### src/rtl/counter_pkg.sv
// rtl/counter_pkg.sv - shared count type and defaults for the occupancy counter
package counter_pkg;

    localparam int unsigned COUNT_W                 = 4;
    localparam int unsigned MAX_COUNT_DEFAULT       = 9;
    localparam int unsigned DEBOUNCE_CYCLES_DEFAULT = 1_000_000;

    // Count value; the seven-segment controller takes its input in the same type
    typedef logic [COUNT_W-1:0] count_t;

endpackage : counter_pkg

### src/rtl/button_debouncer.sv
// rtl/button_debouncer.sv - synchroniser, debounce filter and press-edge detector
module button_debouncer
    import counter_pkg::*;
#(
    parameter int unsigned DEBOUNCE_CYCLES = DEBOUNCE_CYCLES_DEFAULT
) (
    input  logic clk,
    input  logic rst,
    input  logic btn_raw,
    output logic press
);

    localparam int unsigned      CNT_W    = $clog2(DEBOUNCE_CYCLES);
    localparam logic [CNT_W-1:0] CNT_LAST = CNT_W'(DEBOUNCE_CYCLES - 1);

    logic             sync1_q;
    logic             sync2_q;
    logic [CNT_W-1:0] dcnt_q;
    logic [CNT_W-1:0] dcnt_d;
    logic             stable_q;
    logic             stable_d;
    logic             stable_dly_q;
    logic             press_q;

    // Two-flop synchroniser for the asynchronous button level
    always_ff @(posedge clk or posedge rst) begin
        if (rst) begin
            sync1_q <= 1'b0;
            sync2_q <= 1'b0;
        end else begin
            sync1_q <= btn_raw;
            sync2_q <= sync1_q;
        end
    end

    // A level change is accepted only after DEBOUNCE_CYCLES consecutive mismatching samples;
    // any agreeing sample restarts the run
    always_comb begin
        dcnt_d   = '0;
        stable_d = stable_q;
        if (sync2_q != stable_q) begin
            if (dcnt_q == CNT_LAST) begin
                stable_d = sync2_q;
            end else begin
                dcnt_d = dcnt_q + CNT_W'(1);
            end
        end
    end

    // Debounce state plus a one-cycle delayed copy of the filtered level for edge detection
    always_ff @(posedge clk or posedge rst) begin
        if (rst) begin
            dcnt_q       <= '0;
            stable_q     <= 1'b0;
            stable_dly_q <= 1'b0;
            press_q      <= 1'b0;
        end else begin
            dcnt_q       <= dcnt_d;
            stable_q     <= stable_d;
            stable_dly_q <= stable_q;
            press_q      <= stable_q & ~stable_dly_q;
        end
    end

    assign press = press_q;

endmodule : button_debouncer

### src/rtl/occupancy_counter.sv
// rtl/occupancy_counter.sv - saturating up/down count driven by two debounced buttons
module occupancy_counter
    import counter_pkg::*;
#(
    parameter int unsigned DEBOUNCE_CYCLES = DEBOUNCE_CYCLES_DEFAULT,
    parameter int unsigned MAX_COUNT       = MAX_COUNT_DEFAULT
) (
    input  logic   clk,
    input  logic   rst,
    input  logic   btn_inc,
    input  logic   btn_dec,
    output count_t counter,
    output logic   full,
    output logic   empty
);

    localparam count_t MAX_C = count_t'(MAX_COUNT);

    logic   inc_press;
    logic   dec_press;
    count_t count_q;
    count_t count_d;
    logic   full_q;
    logic   empty_q;

    button_debouncer #(
        .DEBOUNCE_CYCLES (DEBOUNCE_CYCLES)
    ) u_inc_debouncer (
        .clk     (clk),
        .rst     (rst),
        .btn_raw (btn_inc),
        .press   (inc_press)
    );

    button_debouncer #(
        .DEBOUNCE_CYCLES (DEBOUNCE_CYCLES)
    ) u_dec_debouncer (
        .clk     (clk),
        .rst     (rst),
        .btn_raw (btn_dec),
        .press   (dec_press)
    );

    // Single-step saturating update; simultaneous presses cancel out
    always_comb begin
        count_d = count_q;
        case ({inc_press, dec_press})
            2'b10: if (count_q < MAX_C) count_d = count_q + count_t'(1);
            2'b01: if (count_q != '0)   count_d = count_q - count_t'(1);
            default: count_d = count_q;
        endcase
    end

    // Flags come from the next-state count so they move on the same edge as the count
    always_ff @(posedge clk or posedge rst) begin
        if (rst) begin
            count_q <= '0;
            full_q  <= 1'b0;
            empty_q <= 1'b1;
        end else begin
            count_q <= count_d;
            full_q  <= (count_d == MAX_C);
            empty_q <= (count_d == '0);
        end
    end

    assign counter = count_q;
    assign full    = full_q;
    assign empty   = empty_q;

endmodule : occupancy_counter

### config.mk
export PLATFORM = sky130hd
export DESIGN_NAME = occupancy_counter
export DESIGN_NICKNAME = d
export VERILOG_FILES = /design/src/rtl/counter_pkg.sv /design/src/rtl/button_debouncer.sv /design/src/rtl/occupancy_counter.sv
export SDC_FILE = /design/constraint.sdc
export NUM_CORES = 1
export LEC_CHECK = 0
export ABC_AREA = 1
export CAP_MARGIN = 5
export CORE_MARGIN = 2
export CORE_UTILIZATION = 40
export DETAILED_ROUTE_END_ITERATION = 16
export GPL_TIMING_DRIVEN = 0
export PLACE_DENSITY = 0.62
export SETUP_SLACK_MARGIN = 0.5
export SYNTH_ARGS = -nofsm -noshare
export SYNTH_HDL_FRONTEND = slang
export SYNTH_SLANG_ARGS = --single-unit
### constraint.sdc
create_clock -name clk -period 1.43 [get_ports clk]
set_input_delay 0.143 -clock clk [delete_from_list [all_inputs] [get_ports clk]]
set_output_delay 0.143 -clock clk [all_outputs]
set_load 0.1 [all_outputs]
==> results of run 1 <==
## cell usage in the layout, fill, tap and decap left out, drive strengths merged
cell type	n
nand4	8
nand3b	1
nand2	93
inv	56
clkinv	1
dlymetal6s2s	1
o21bai	1
a21oi	11
dfrtp	55
xor2	17
bufinv	1
xnor2	3
nor2	88
nor3	15
clkbuf	6
ha	7
nor3b	3
buf	44
o21ai	2
dfstp	1
clkdlybuf4s50	2
dlygate4sd3	1
clkinvlp	3
nand3	30
## area by class of cell
| cell class | instances | share of cell area |
|---|---|---|
| Buffer | 1 | 0.003513 |
| Clock buffer | 6 | 0.01698 |
| Clock inverter | 2 | 0.008197 |
| Inverter | 57 | 0.05386 |
| Multi-Input combinational cell | 279 | 0.4376 |
| Sequential cell | 56 | 0.3326 |
| Tap cell | 102 | 0.02986 |
| Timing Repair Buffer | 47 | 0.1145 |
| Timing Repair inverter | 2 | 0.002927 |
## power breakdown
part           switching, mW  internal [mW]  leakage, nW
clock                  0.497          0.521       0.0552
combinational          0.117         0.0824         1.06
sequential            0.0217           1.60        0.746
## worst max-delay path: stages, from the launching register on
cell and delay (ps):
dfrtp_1 450, nor2_1 120, nand3_1 130, nor2_2 160, nand3_2 120, nand2_4 130
buf_8 150, nor2_2 40
## layer usage
layer  vias up  part of all wire  track usage
met4         0             0.011      0.03731
met1      1254              0.45       0.2236
met3         8             0.021      0.02794
met5         -                 0            0
met2        24              0.51       0.2978
li1       1327                 -            -
## logic make-up (layout without fill, tap and decap cells)
family / Yosys count / in the layout / synth area share
and+or+nand+nor: 238 / 238 / 0.3672
buffers and inverters: 58 / 115 / 0.07232
DFF: 56 / 56 / 0.4504
xor gates and xnor gates: 20 / 20 / 0.05625
AOI/OAI and AO/OA: 14 / 14 / 0.02571
adders and majority gates: 7 / 7 / 0.02812
## state kept, by name, summed over array words and instances (netlist names)
| register | cells |
|---|---|
| u_dec_debouncer.press | 1 |
| u_inc_debouncer.sync2_q | 1 |
| full | 1 |
| u_inc_debouncer.press | 1 |
| u_dec_debouncer.dcnt_q | 20 |
| empty | 1 |
| u_inc_debouncer.sync1_q | 1 |
| u_inc_debouncer.stable_dly_q | 1 |
| u_dec_debouncer.stable_dly_q | 1 |
| u_dec_debouncer.stable_q | 1 |
| u_dec_debouncer.sync1_q | 1 |
| counter | 4 |
| u_inc_debouncer.stable_q | 1 |
| u_dec_debouncer.sync2_q | 1 |
| u_inc_debouncer.dcnt_q | 20 |
## repair_timing
| item | 4_1_cts | 5_1_grt |
|---|---|---|
| setup buffers | 24 | 12 |
| gates resized for setup | 87 | 57 |
| hold endpoints to repair | 0 | 14 |
| setup endpoints to repair | 110 | 56 |
| hold buffers | 0 | 1 |
| pin swaps | 17 | 20 |
| gates cloned | 2 | 1 |
## worst paths after layout
check | start | to | cells after the start
hold / removal | rst | u_dec_debouncer.stable_dly_q | 2
setup / recovery | u_inc_debouncer.dcnt_q[10] | u_inc_debouncer.dcnt_q[5] | 7
setup reg to reg | u_inc_debouncer.dcnt_q[10] | u_inc_debouncer.dcnt_q[5] | 7
max in group asynchronous | rst | counter[1] | 3
hold reg to reg | u_dec_debouncer.sync1_q | u_dec_debouncer.sync2_q | 0
min in group clk | btn_dec | u_dec_debouncer.sync1_q | 1
==> impl_metrics.json, run 1 <==
{
  "cp_max_fo": 5,
  "cts_tree": "yes",
  "gp_congestion": 0.8485,
  "dp.cells": 504,
  "crit_path_start_kind": "flop",
  "hpwlAfterDp_um": 4196,
  "fin_area_mm2": 0.004274,
  "arrival_ps": 1610,
  "synth.most_common_cell": "nand2_1",
  "endpoint_kind": "flop",
  "track_usage": 0.1707,
  "rows": 32,
  "clk_latency_ps": 310,
  "die-area_mm2": 0.008507,
  "drive_gt1_frac": 0.3978,
  "drc": 0,
  "postLayoutCoreUtil": 0.5589,
  "synth_edf_count": 0,
  "antennaDiodeCount": 0,
  "die_x_um": 92.24,
  "synth_cell_types": 30,
  "rsz0062_at_grt": "true",
  "drt-wirelength-per-cell_um": 12.29,
  "n_fill_cell": 684,
  "clock_skew_ps": 12.65,
  "max_slew_margin": 0.5662,
  "regArea_mm2": 0.001421,
  "synth_top_area_share": 0.4419,
  "yosysWarnings": 0,
  "place_area_mm2": 0.003471,
  "avgSynthCellArea_um2": 7.924,
  "core_area_mm2": 0.007647,
  "slew_violations": 0,
  "status": "finished with violations",
  "synthTopCellsByCount": "nand2_1 (85), nor2_1 (76), dfrtp_1 (55), inv_1 (55), nand3_1 (26)",
  "h-tree-depth": 2,
  "reg2reg_setup_slack_ps": 10,
  "multiInputGateArea_mm2": 0.001871,
  "critPathKind": "reg -> reg",
  "ios": 10,
  "viasPerCell": 4.734,
  "final_net_count": 460,
  "antenna_found_initial": 0,
  "wirelength_um": 6783,
  "drtPass1Iterations": 4,
  "cts-root-buf": "clkbuf_8",
  "grt_pass1_wl_um": 11700,
  "syn_to_final_growth_pct": 37.24,
  "ys_async_sr_fraction": 1.000,
  "maxCapViolCount": 0,
  "worstMarginPinSlew_ps": 649.4,
  "drtIter0Drc": 141,
  "cts_sinks": 56,
  "synth_area_leaders": "dfrtp_1 (44%), nand2_1 (10%), nor2_1 (9.2%)",
  "p_leak_nw": 1.863,
  "numCtsBuffers": 5,
  "total_power_mw": 2.842,
  "postRouteAntennaNets": 0,
  "clock_path_buffers": 2,
  "required_ps": 1630,
  "synth_seq_cells": 56,
  "syn_nets": 404,
  "hold_viol": 14,
  "synth_cells": 393,
  "period_needed_ps": 1418,
  "hold_path.class": "in -> async",
  "post-route-period-util": 0.9917,
  "synth_area_mm2": 0.003114,
  "setup_viol": 0,
  "synthFlopType": "dfrtp_1",
  "yosys.area.top_type": "dfrtp_1",
  "overflow": 0,
  "die_y_um": 92.24,
  "final_cells": 552,
  "first_global_vias": 2535,
  "grt_max_degree": 29,
  "violations": "hold timing",
  "fmax_mhz": 705.1,
  "ir_drop_mv": 0.4667,
  "io_buffers": 9,
  "vias": 2613,
  "clkTransAtPathRegs_ps": 100,
  "start_util": 0.4072,
  "whs_ps": -7.950,
  "ys_seq_area_frac": 0.4504,
  "setup_tns_ps": 0,
  "dpl_worst_slack_ps": -325.2,
  "worst_slack_ps": 11.80,
  "power_density_mw_per_mm2": 664.8
}
Power figures use the tool's default switching activity.
==> run 2: changes to the inputs <==
--- a/config.mk
+++ b/config.mk
@@ -9,6 +9,7 @@
 export CAP_MARGIN = 5
 export CORE_MARGIN = 2
 export CORE_UTILIZATION = 40
+export CTS_BUF_LIST = sky130_fd_sc_hd__clkbuf_4 sky130_fd_sc_hd__clkbuf_8
 export DETAILED_ROUTE_END_ITERATION = 16
 export GPL_TIMING_DRIVEN = 0
 export PLACE_DENSITY = 0.62
==> impl_metrics.json, run 2 (same netlist as run 1, synthesis figures left out) <==
{
  "drtPass1Iterations": 4,
  "gp_congestion": 0.8485,
  "io_buffers": 9,
  "track_usage": 0.1705,
  "drc": 0,
  "numCtsBuffers": 5,
  "die-area_mm2": 0.008507,
  "max_slew_margin": 0.5704,
  "postRouteAntennaNets": 0,
  "layout_commonest_cell": "nand2_1",
  "violations": "hold timing",
  "arrival_ps": 1610,
  "endpoint_kind": "flop",
  "hold_viol": 14,
  "most-common-layout-cells": "nand2_1 (60), nor2_1 (56), inv_1 (43), dfrtp_1 (41), nand2_2 (28)",
  "slew_violations": 0,
  "dpl_worst_slack_ps": -325.2,
  "clk_latency_ps": 310,
  "post-route-period-util": 0.9852,
  "viasPerCell": 4.757,
  "total_power_mw": 2.842,
  "first_global_vias": 2576,
  "power_density_mw_per_mm2": 666.7,
  "hold_path.class": "in -> async",
  "final_net_count": 460,
  "drtIter0Drc": 109,
  "syn_to_final_growth_pct": 36.88,
  "h-tree-depth": 2,
  "hpwlAfterDp_um": 4196,
  "rsz0062_at_grt": "true",
  "drt-wirelength-per-cell_um": 12.20,
  "antennaDiodeCount": 0,
  "p_leak_nw": 1.864,
  "wirelength_um": 6735,
  "antenna_found_initial": 0,
  "vias": 2626,
  "fmax_mhz": 709.8,
  "worst_slack_ps": 21.22,
  "status": "finished with violations",
  "required_ps": 1630,
  "critPathKind": "reg -> reg",
  "core_area_mm2": 0.007647,
  "setup_tns_ps": 0,
  "setup_viol": 0,
  "n_fill_cell": 686,
  "maxCapViolCount": 0,
  "drive_gt1_frac": 0.4133,
  "worstMarginPinSlew_ps": 643.1,
  "cts_sinks": 56,
  "rows": 32,
  "clock_skew_ps": 10.85,
  "whs_ps": -13.03,
  "postLayoutCoreUtil": 0.5574,
  "grt_pass1_wl_um": 11700,
  "cts_tree": "yes",
  "cp_max_fo": 5,
  "grt_max_degree": 29,
  "start_util": 0.4072,
  "die_x_um": 92.24,
  "die_y_um": 92.24,
  "ir_drop_mv": 0.4737,
  "period_needed_ps": 1409,
  "overflow": 0,
  "clkTransAtPathRegs_ps": 100,
  "clock_path_buffers": 2,
  "cts-root-buf": "clkbuf_8",
  "ios": 10,
  "crit_path_start_kind": "flop"
}
[run 2: cell types whose count changed in the layout (fill, tap and decap cells not counted), moves of 2 or more]
| cell | before | now |
|---|---|---|
| nand2_1 | 63 | 60 |
| nand2_2 | 25 | 28 |
| dfrtp_2 | 9 | 12 |
| a21oi_2 | 3 | 5 |
| dfrtp_1 | 44 | 41 |
[run 2: metal layers]
layer / GRT usage / share of wire
met5: 0 / 0
met1: 0.2202 / 0.46
met2: 0.2978 / 0.50
met4: 0.04353 / 0.011
met3: 0.02794 / 0.031
[run 2: final cells by class]
class / count / area (um^2) / share of cell area
plain buffers: 1 / 15.01 / 0.003522
clock buffers: 6 / 76.32 / 0.01790
clock inverters: 2 / 35.03 / 0.008218
inverters: 57 / 227.7 / 0.05342
multi-input cells: 279 / 1862 / 0.4367
flip-flops and latches: 56 / 1425 / 0.3343
well taps: 102 / 127.6 / 0.02994
repair buffers: 47 / 481.7 / 0.1130
repair inverters: 2 / 12.51 / 0.002935
[run 2: timing repair]
action,CTS,global route
pin swaps,18,17
setup endpoints to repair,110,56
hold buffers,0,1
gates resized for setup,86,60
buffers inserted,28,8
gates cloned,2,1
hold endpoints to repair,0,9
[run 2: final timing paths]
check,from,end,slack (ps),depth (start not counted)
max in group asynchronous,rst,u_dec_debouncer.dcnt_q[0],600,3
worst min-delay path,rst,u_dec_debouncer.stable_dly_q,-10,2
worst min register to register,u_dec_debouncer.sync1_q,u_dec_debouncer.sync2_q,360,0
worst max-delay path,u_inc_debouncer.dcnt_q[0],u_inc_debouncer.dcnt_q[5],20,7
worst max register to register,u_inc_debouncer.dcnt_q[0],u_inc_debouncer.dcnt_q[5],20,7
min in group clk,btn_dec,u_dec_debouncer.sync1_q,270,1
[run 2: where the power goes]
group	leakage [nW]	total [mW]	internal (mW)	switching, mW
sequential	0.741	1.62	1.60	0.0209
clock	0.0586	1.04	0.540	0.497
combinational	1.06	0.182	0.0734	0.109
[run 2: through the flow]
stage / std cells / area (um^2) / hold slack, ps
6_report: 552 / 4263 / -13.03
5_1_grt: 552 / 4263 / 44.25
4_1_cts: 542 / 4008 / 262.8
3_5_place_dp: 504 / 3471 / 337.8
3_3_place_gp: 504 / 3471 / 337.3
2_1_floorplan: 393 / 3253 / 174.4
[run 2: worst max-delay path, stage by stage (launching register included)]
cell,delay [ps]
dfrtp_1,420
ha_4,190
nand3_4,90
nor3_4,140
nand3_2,150
nand2_4,130
buf_8,140
nor2_2,40
==> run 3: changes to the inputs <==
--- a/config.mk
+++ b/config.mk
@@ -6,7 +6,6 @@
 export NUM_CORES = 1
 export LEC_CHECK = 0
 export ABC_AREA = 1
-export CAP_MARGIN = 5
 export CORE_MARGIN = 2
 export CORE_UTILIZATION = 40
 export CTS_BUF_LIST = sky130_fd_sc_hd__clkbuf_4 sky130_fd_sc_hd__clkbuf_8
==> results of run 3 <==
The final DEF is identical to that of run 2; final timing and power are the same.
